## src/rtl/ltl_prog_automata.sv

```systemverilog
// Programmable NFA of state-transition elements: per-STE symbol intervals, an edge
// matrix and start/report flags, with a one-deep report buffer and overflow flag.
module ltl_prog_automata #(
    parameter int NUM_STE = 16,
    parameter int SYM_W   = 8,
    parameter int NUM_INT = 8,
    parameter int CNT_W   = 32,
    localparam int STE_W  = (NUM_STE > 1) ? $clog2(NUM_STE) : 1,
    localparam int IDX_W  = (NUM_INT > 1) ? $clog2(NUM_INT) : 1,
    localparam int WD_W   = (2*SYM_W+1 > NUM_STE) ? 2*SYM_W+1 : NUM_STE
) (
    input  logic               clk,
    input  logic               reset,
    input  logic               run,
    input  logic [SYM_W-1:0]   symbols,
    input  logic               cfg_we,
    input  logic [1:0]         cfg_sel,
    input  logic [STE_W-1:0]   cfg_ste,
    input  logic [IDX_W-1:0]   cfg_idx,
    input  logic [WD_W-1:0]    cfg_wdata,
    output logic               cfg_err,
    output logic [NUM_STE-1:0] active,
    output logic               rpt_valid,
    input  logic               rpt_ready,
    output logic [NUM_STE-1:0] rpt_vec,
    output logic [CNT_W-1:0]   rpt_pos,
    output logic               rpt_ovf
);

    typedef enum logic [1:0] {
        SEL_INT   = 2'd0,
        SEL_EDGE  = 2'd1,
        SEL_FLAGS = 2'd2,
        SEL_RSVD  = 2'd3
    } cfg_sel_e;

    // Configuration has no reset so a programmed automaton survives a restart;
    // it relies on the device clearing registers at power-up.
    logic [SYM_W-1:0]   r_lo   [NUM_STE][NUM_INT];
    logic [SYM_W-1:0]   r_hi   [NUM_STE][NUM_INT];
    logic [NUM_INT-1:0] r_ival [NUM_STE];
    logic [NUM_STE-1:0] r_edge [NUM_STE];
    logic [NUM_STE-1:0] r_rep_en;
    logic [NUM_STE-1:0] r_ais;
    logic [NUM_STE-1:0] r_sods;

    logic [NUM_STE-1:0] r_active;
    logic [CNT_W-1:0]   r_cnt;
    logic [CNT_W-1:0]   r_hit_pos;
    logic               r_hit_pend;
    logic               r_sod;
    logic               r_rpt_valid;
    logic [NUM_STE-1:0] r_rpt_vec;
    logic [CNT_W-1:0]   r_rpt_pos;
    logic               r_rpt_ovf;
    logic               r_cfg_err;

    cfg_sel_e           w_sel;
    logic               w_cfg_ok;
    logic               w_cfg_bad;
    logic [NUM_STE-1:0] w_match;
    logic [NUM_STE-1:0] w_enable;
    logic [NUM_STE-1:0] w_hit;
    logic               w_hit_any;

    assign w_sel     = cfg_sel_e'(cfg_sel);
    assign w_cfg_bad = cfg_we & (run | (w_sel == SEL_RSVD));
    assign w_cfg_ok  = cfg_we & ~run & (w_sel != SEL_RSVD);

    always_ff @(posedge clk) begin
        if (!reset && w_cfg_ok) begin
            case (w_sel)
                SEL_INT: begin
                    r_lo[cfg_ste][cfg_idx]   <= cfg_wdata[SYM_W-1:0];
                    r_hi[cfg_ste][cfg_idx]   <= cfg_wdata[2*SYM_W-1:SYM_W];
                    r_ival[cfg_ste][cfg_idx] <= cfg_wdata[2*SYM_W];
                end
                SEL_EDGE:  r_edge[cfg_ste] <= cfg_wdata[NUM_STE-1:0];
                SEL_FLAGS: {r_rep_en[cfg_ste], r_ais[cfg_ste], r_sods[cfg_ste]} <= cfg_wdata[2:0];
                default: ;
            endcase
        end
    end

    always_comb begin
        w_match = '0;
        for (int unsigned i = 0; i < NUM_STE; i++) begin
            for (int unsigned k = 0; k < NUM_INT; k++) begin
                if (r_ival[i][k] && (symbols >= r_lo[i][k]) && (symbols <= r_hi[i][k]))
                    w_match[i] = 1'b1;
            end
        end
    end

    // Each active STE contributes its whole outgoing edge row.
    always_comb begin
        w_enable = r_ais | (r_sods & {NUM_STE{r_sod}});
        for (int unsigned j = 0; j < NUM_STE; j++) begin
            if (r_active[j])
                w_enable = w_enable | r_edge[j];
        end
    end

    // Reports only in the cycle right after a consumed symbol, so stalls never repeat one.
    assign w_hit     = r_hit_pend ? (r_active & r_rep_en) : '0;
    assign w_hit_any = |w_hit;

    always_ff @(posedge clk) begin
        if (reset) begin
            r_active    <= '0;
            r_cnt       <= '0;
            r_hit_pos   <= '0;
            r_hit_pend  <= 1'b0;
            r_sod       <= 1'b1;
            r_rpt_valid <= 1'b0;
            r_rpt_vec   <= '0;
            r_rpt_pos   <= '0;
            r_rpt_ovf   <= 1'b0;
            r_cfg_err   <= 1'b0;
        end else begin
            r_cfg_err  <= w_cfg_bad;
            r_hit_pend <= run;
            if (run) begin
                r_active  <= w_enable & w_match;
                r_hit_pos <= r_cnt;
                r_cnt     <= r_cnt + CNT_W'(1);
                r_sod     <= 1'b0;
            end
            if (w_hit_any && (!r_rpt_valid || rpt_ready)) begin
                r_rpt_valid <= 1'b1;
                r_rpt_vec   <= w_hit;
                r_rpt_pos   <= r_hit_pos;
            end else if (w_hit_any) begin
                r_rpt_ovf <= 1'b1;
            end else if (r_rpt_valid && rpt_ready) begin
                r_rpt_valid <= 1'b0;
            end
        end
    end

    assign cfg_err   = r_cfg_err;
    assign active    = r_active;
    assign rpt_valid = r_rpt_valid;
    assign rpt_vec   = r_rpt_vec;
    assign rpt_pos   = r_rpt_pos;
    assign rpt_ovf   = r_rpt_ovf;

endmodule

```

## config.mk

```make
export PLATFORM = sky130hd
export DESIGN_NAME = ltl_prog_automata
export DESIGN_NICKNAME = d
export VERILOG_FILES = /design/src/rtl/ltl_prog_automata.sv
export SDC_FILE = /design/constraint.sdc
export NUM_CORES = 2
export LEC_CHECK = 0
export CAP_MARGIN = 20
export CORE_UTILIZATION = 30
export DETAILED_ROUTE_END_ITERATION = 8
export GPL_TIMING_DRIVEN = 0
export SLEW_MARGIN = 20
export SYNTH_ARGS = -nofsm -noshare
export SYNTH_HDL_FRONTEND = slang
export SYNTH_SLANG_ARGS = --single-unit
```

## constraint.sdc

```tcl
create_clock -name clk -period 21 [get_ports clk]
set_input_delay 3.15 -clock clk [delete_from_list [all_inputs] [get_ports clk]]
set_output_delay 3.15 -clock clk [all_outputs]
set_load 0.1 [all_outputs]
```

==> metrics.md <==
| Metric | Value |
|---|---|
| Highest-count cells in the layout ignoring fill and taps | `edfxtp_1, ha_1, inv_1, a21oi_1, o21ai_0` |
| Largest net degree at the start of global routing | `71` |
| RSZ-0062 raised after global routing | `false` |
| Fin. max-slew vios | `0` |
| Maximum buffer depth of the clock tree | `4` |
| Number of antenna violations at the first check in global routing | `17` |
| Chip height | `663 µm` |
| Total buffers and inverters traversed by the critical path | `4` |
| Status | `complete, no violations` |
| Total of endpoints with negative setup slack in the final report | `0` |
| Commonest non-fill, non-tap cell in the layout | `edfxtp_1` |
| Initial cell density of the core | `30.2%` |
| Top Ports | `between 100 and 150` |
| Critical Path End Type | `register` |
| Number of H-tree levels | `5` |
| Family with the most delay on the worst path | `compound AO/OA/AOI/OAI gates` |
| Maximum operating frequency | `150 MHz` |
| Floorplan core area | `between 400000 and 500000 µm²` |
| Ys Warns | `0` |
| Worst-case vdd ir drop | `slightly below 70 µV` |
| Leakage | `61.4 nW` |
| Mapped cell area | `roughly 130000 µm²` |
| Clock Root Buffer | `clkbuf_16` |
| Detailed router's first-iteration violation count | `6121` |
| Number of hold buffers added after cts | `0` |
| Post-CTS resize count | `0` |
| Number of filler instances in the final layout | `41900` |
| Share of cells above drive strength 1 | `6.55%` |
| Number of hold violations in the final report | `0` |
| Worst path arrival time | `7.33 ns` |
| CP required | `21.68 ns` |
| Number of iterations in the first detailed-routing pass | `5` |
| Post-synthesis sequential element count | `roughly 2600` |
| Cell-by-cell trace of the critical path | `clkdlybuf4s50_1 > inv_8 > buf_16 > buf_16 > ha_1 > nand2b_1 > a21o_1 > a21o_1 > a211oi_1 > nor4_1 > a2111oi_0 > a31oi_1` |
| Overflow left after global routing | `0` |
| Proportion of register bits with asynchronous set or reset after synthesis | `0%` |
| DRC viols | `0` |
| Number of clock buffers inserted by TritonCTS | `289` |
| Power density cells | `about 76 nW/µm²` |
| Post-Syn Nets | `12200` |
| Global-route wire length before repair | `507 mm` |
| Clock slew at reported path FFs | `around 0.06 ns` |
| Total Wirelength | `approximately 340 mm` |
| Placed wire-length estimate after detailed placement | `about 200 mm` |
| Sequential area share after synthesis | `58.9%` |
| Routed wire length per instance | `between 20 and 25 µm` |
| Type of the tightest min-delay check | `register to register` |
| Number of core rows | `242` |
| Source-to-sink clock delay at the later pin of the worst-skew pair | `0.87 ns` |
| Hold_ws | `0.452 ns` |
| Crit Path Category | `input pin to register` |
| Max Cap Viol | `0` |
| Cell type of the slowest stage on the worst timing path | `a2111oi_0` |
| Die Area | `439000 µm²` |
| Startpoint class of the critical path | `input pin` |
| Top_reg_cell synth | `edfxtp_1` |
| Min-delay src | `rpt_vec[8]` |
| Final-stage net count | `12700` |
| Distinct cell type count after synthesis | `78` |
| Average via count per standard cell | `4.86` |
| Shortest period the worst path allows | `6.65 ns` |
| Number of flops mapped to enable cells by yosys | `between 2000 and 2500` |
| Last weighted congestion value of the routability-driven placer | `0.807` |
| Period utilisation layout | `31.7%` |
| Count of vias placed by the detailed router | `between 80000 and 90000` |
| Number of standard cells after synthesis | `around 10000` |
| Remaining number of nets flagged by the antenna check after routing | `0` |
| Launch point of the critical path | `symbols[0]` |
| Post CTS Setup Buffer Count | `0` |
| Slew margin rel. | `16.1%` |
| PortBufs | `99` |
| Max incr delay on CP | `just under 1 ns` |
| Relative area change from synthesis to final layout | `15.3%` |
| Worst Tran Pin Value | `1.26 ns` |
| GRT Total Usage | `15.3%` |
| Clock sink count | `between 2000 and 3000` |
| CTS tree | `yes` |
| Largest fanout of any net on the critical path | `52` |
| Worst reg2reg startpoint | `active[15]` |
| Die Width | `663 µm` |
| Setup clock skew after layout | `~0.053 ns` |
| Synth Area per Inst | `12.9 µm²` |
| Sum Neg Setup Slack | `0 ns` |
| Number of global-route vias before repair | `78400` |
-- tightest hold or removal path: stages, from the launching register on --
cell and delay (ns):
dfxtp_1 0.31, nand2_1 0.05, a21oi_1 0.05
-- routing by layer --
metal  vias up  routed length (µm)  GRT usage, %
li1      38300                   -             -
met1     39800              152000          20.2
met2      1934              161000          25.7
met3       534               19000          2.20
met4         0               12200          5.08
met5         -                   0             0
-- area by class of cell --
type	instances	area [µm²]	area share (%)
diodes	9	22.5	0.0149
plain buffers	88	380	0.252
clock buffers	382	7850	5.19
clock inverters	121	1080	0.714
inverters	1830	6880	4.55
multi-input cells	5627	47200	31.2
flip-flops and latches	2613	77100	51.0
well taps	5734	7170	4.75
repair buffers	186	3390	2.24
-- logic make-up after synthesis --
| kind of cell | Yosys count | synth area share, % |
|---|---|---|
| flops | 2613 | 58.9 |
| fa+ha+maj | 2049 | 19.6 |
| buf+inv | 1918 | 5.51 |
| compound gates | 1909 | 9.24 |
| simple gates | 1600 | 6.33 |
| mux | 39 | 0.298 |
| xor+xnor | 30 | 0.201 |
-- stage by stage --
step	worst slack (ns)	instance area [µm²]	std cells	utilization, %	power [mW]
5_1_grt	14.18	151000	16600	34.8	11.8
3_5_place_dp	13.28	142000	16100	32.7	6.65
2_1_floorplan	10.87	131000	10200	-	6.19
6_report	14.35	151000	16600	34.8	11.4
4_1_cts	14.21	151000	16600	34.8	11.5
3_3_place_gp	-0.699	139000	16000	32.0	6.69
-- sequential cells by signal, summed over array words and instances, names as in the netlist, 16 cells and up --
signal / count
r_ival: 128
rpt_pos: 32
rpt_vec: 16
r_lo: 1024
r_rep_en: 16
r_cnt: 32
r_hit_pos: 32
r_edge: 256
r_ais: 16
r_sods: 16
r_hi: 1024
active: 16
-- synth_stat cells, types with 8 or more instances --
library cell / count / area [µm²]
ha_1: 2049 / 25600
or2_2: 21 / 131
a2111oi_0: 43 / 377
clkbuf_1: 70 / 263
a211oi_1: 102 / 766
nor4_1: 29 / 181
nor2b_1: 194 / 1210
o22a_1: 8 / 70.1
o31ai_1: 9 / 67.6
xor2_1: 21 / 184
buf_1: 9 / 33.8
o21a_1: 102 / 766
nand4b_1: 11 / 96.3
edfxtp_1: 2480 / 74500
a22oi_1: 55 / 413
a21o_1: 153 / 1150
nor2_1: 400 / 1500
nand4_1: 268 / 1680
inv_1: 1829 / 6870
a221oi_1: 45 / 394
xnor2_1: 9 / 78.8
nand3_1: 88 / 440
a22o_1: 43 / 377
o211ai_1: 90 / 676
mux2i_1: 39 / 390
or4_1: 21 / 158
and3_1: 17 / 106
a211o_1: 8 / 70.1
nand2_1: 308 / 1160
o21ai_0: 413 / 2070
a21oi_1: 619 / 3100
and4_1: 13 / 114
a31oi_1: 15 / 93.8
o21bai_1: 21 / 158
nand2b_1: 129 / 807
nor3_1: 50 / 250
o2111ai_1: 71 / 622
nor4bb_1: 20 / 200
o22ai_1: 26 / 163
o221ai_1: 20 / 175
dfxtp_1: 133 / 2660
-- power by group --
part	leakage (nW)	switching [mW]	internal (mW)
Clock	4.36	2.06	2.84
Combinational	33.7	0.569	0.258
Sequential	23.4	0.00865	5.70
Total	61.4	2.64	8.80
-- path summary, 6_finish.rpt --
check               endpoint  slack (ns)  depth (start not counted)
setup reg to reg  active[15]       17.20                          6
hold reg to reg   rpt_vec[8]        0.45                          2
hold / removal    rpt_vec[8]        0.45                          2
setup / recovery  active[11]       14.35                         12
Power figures use the tool's default switching activity.
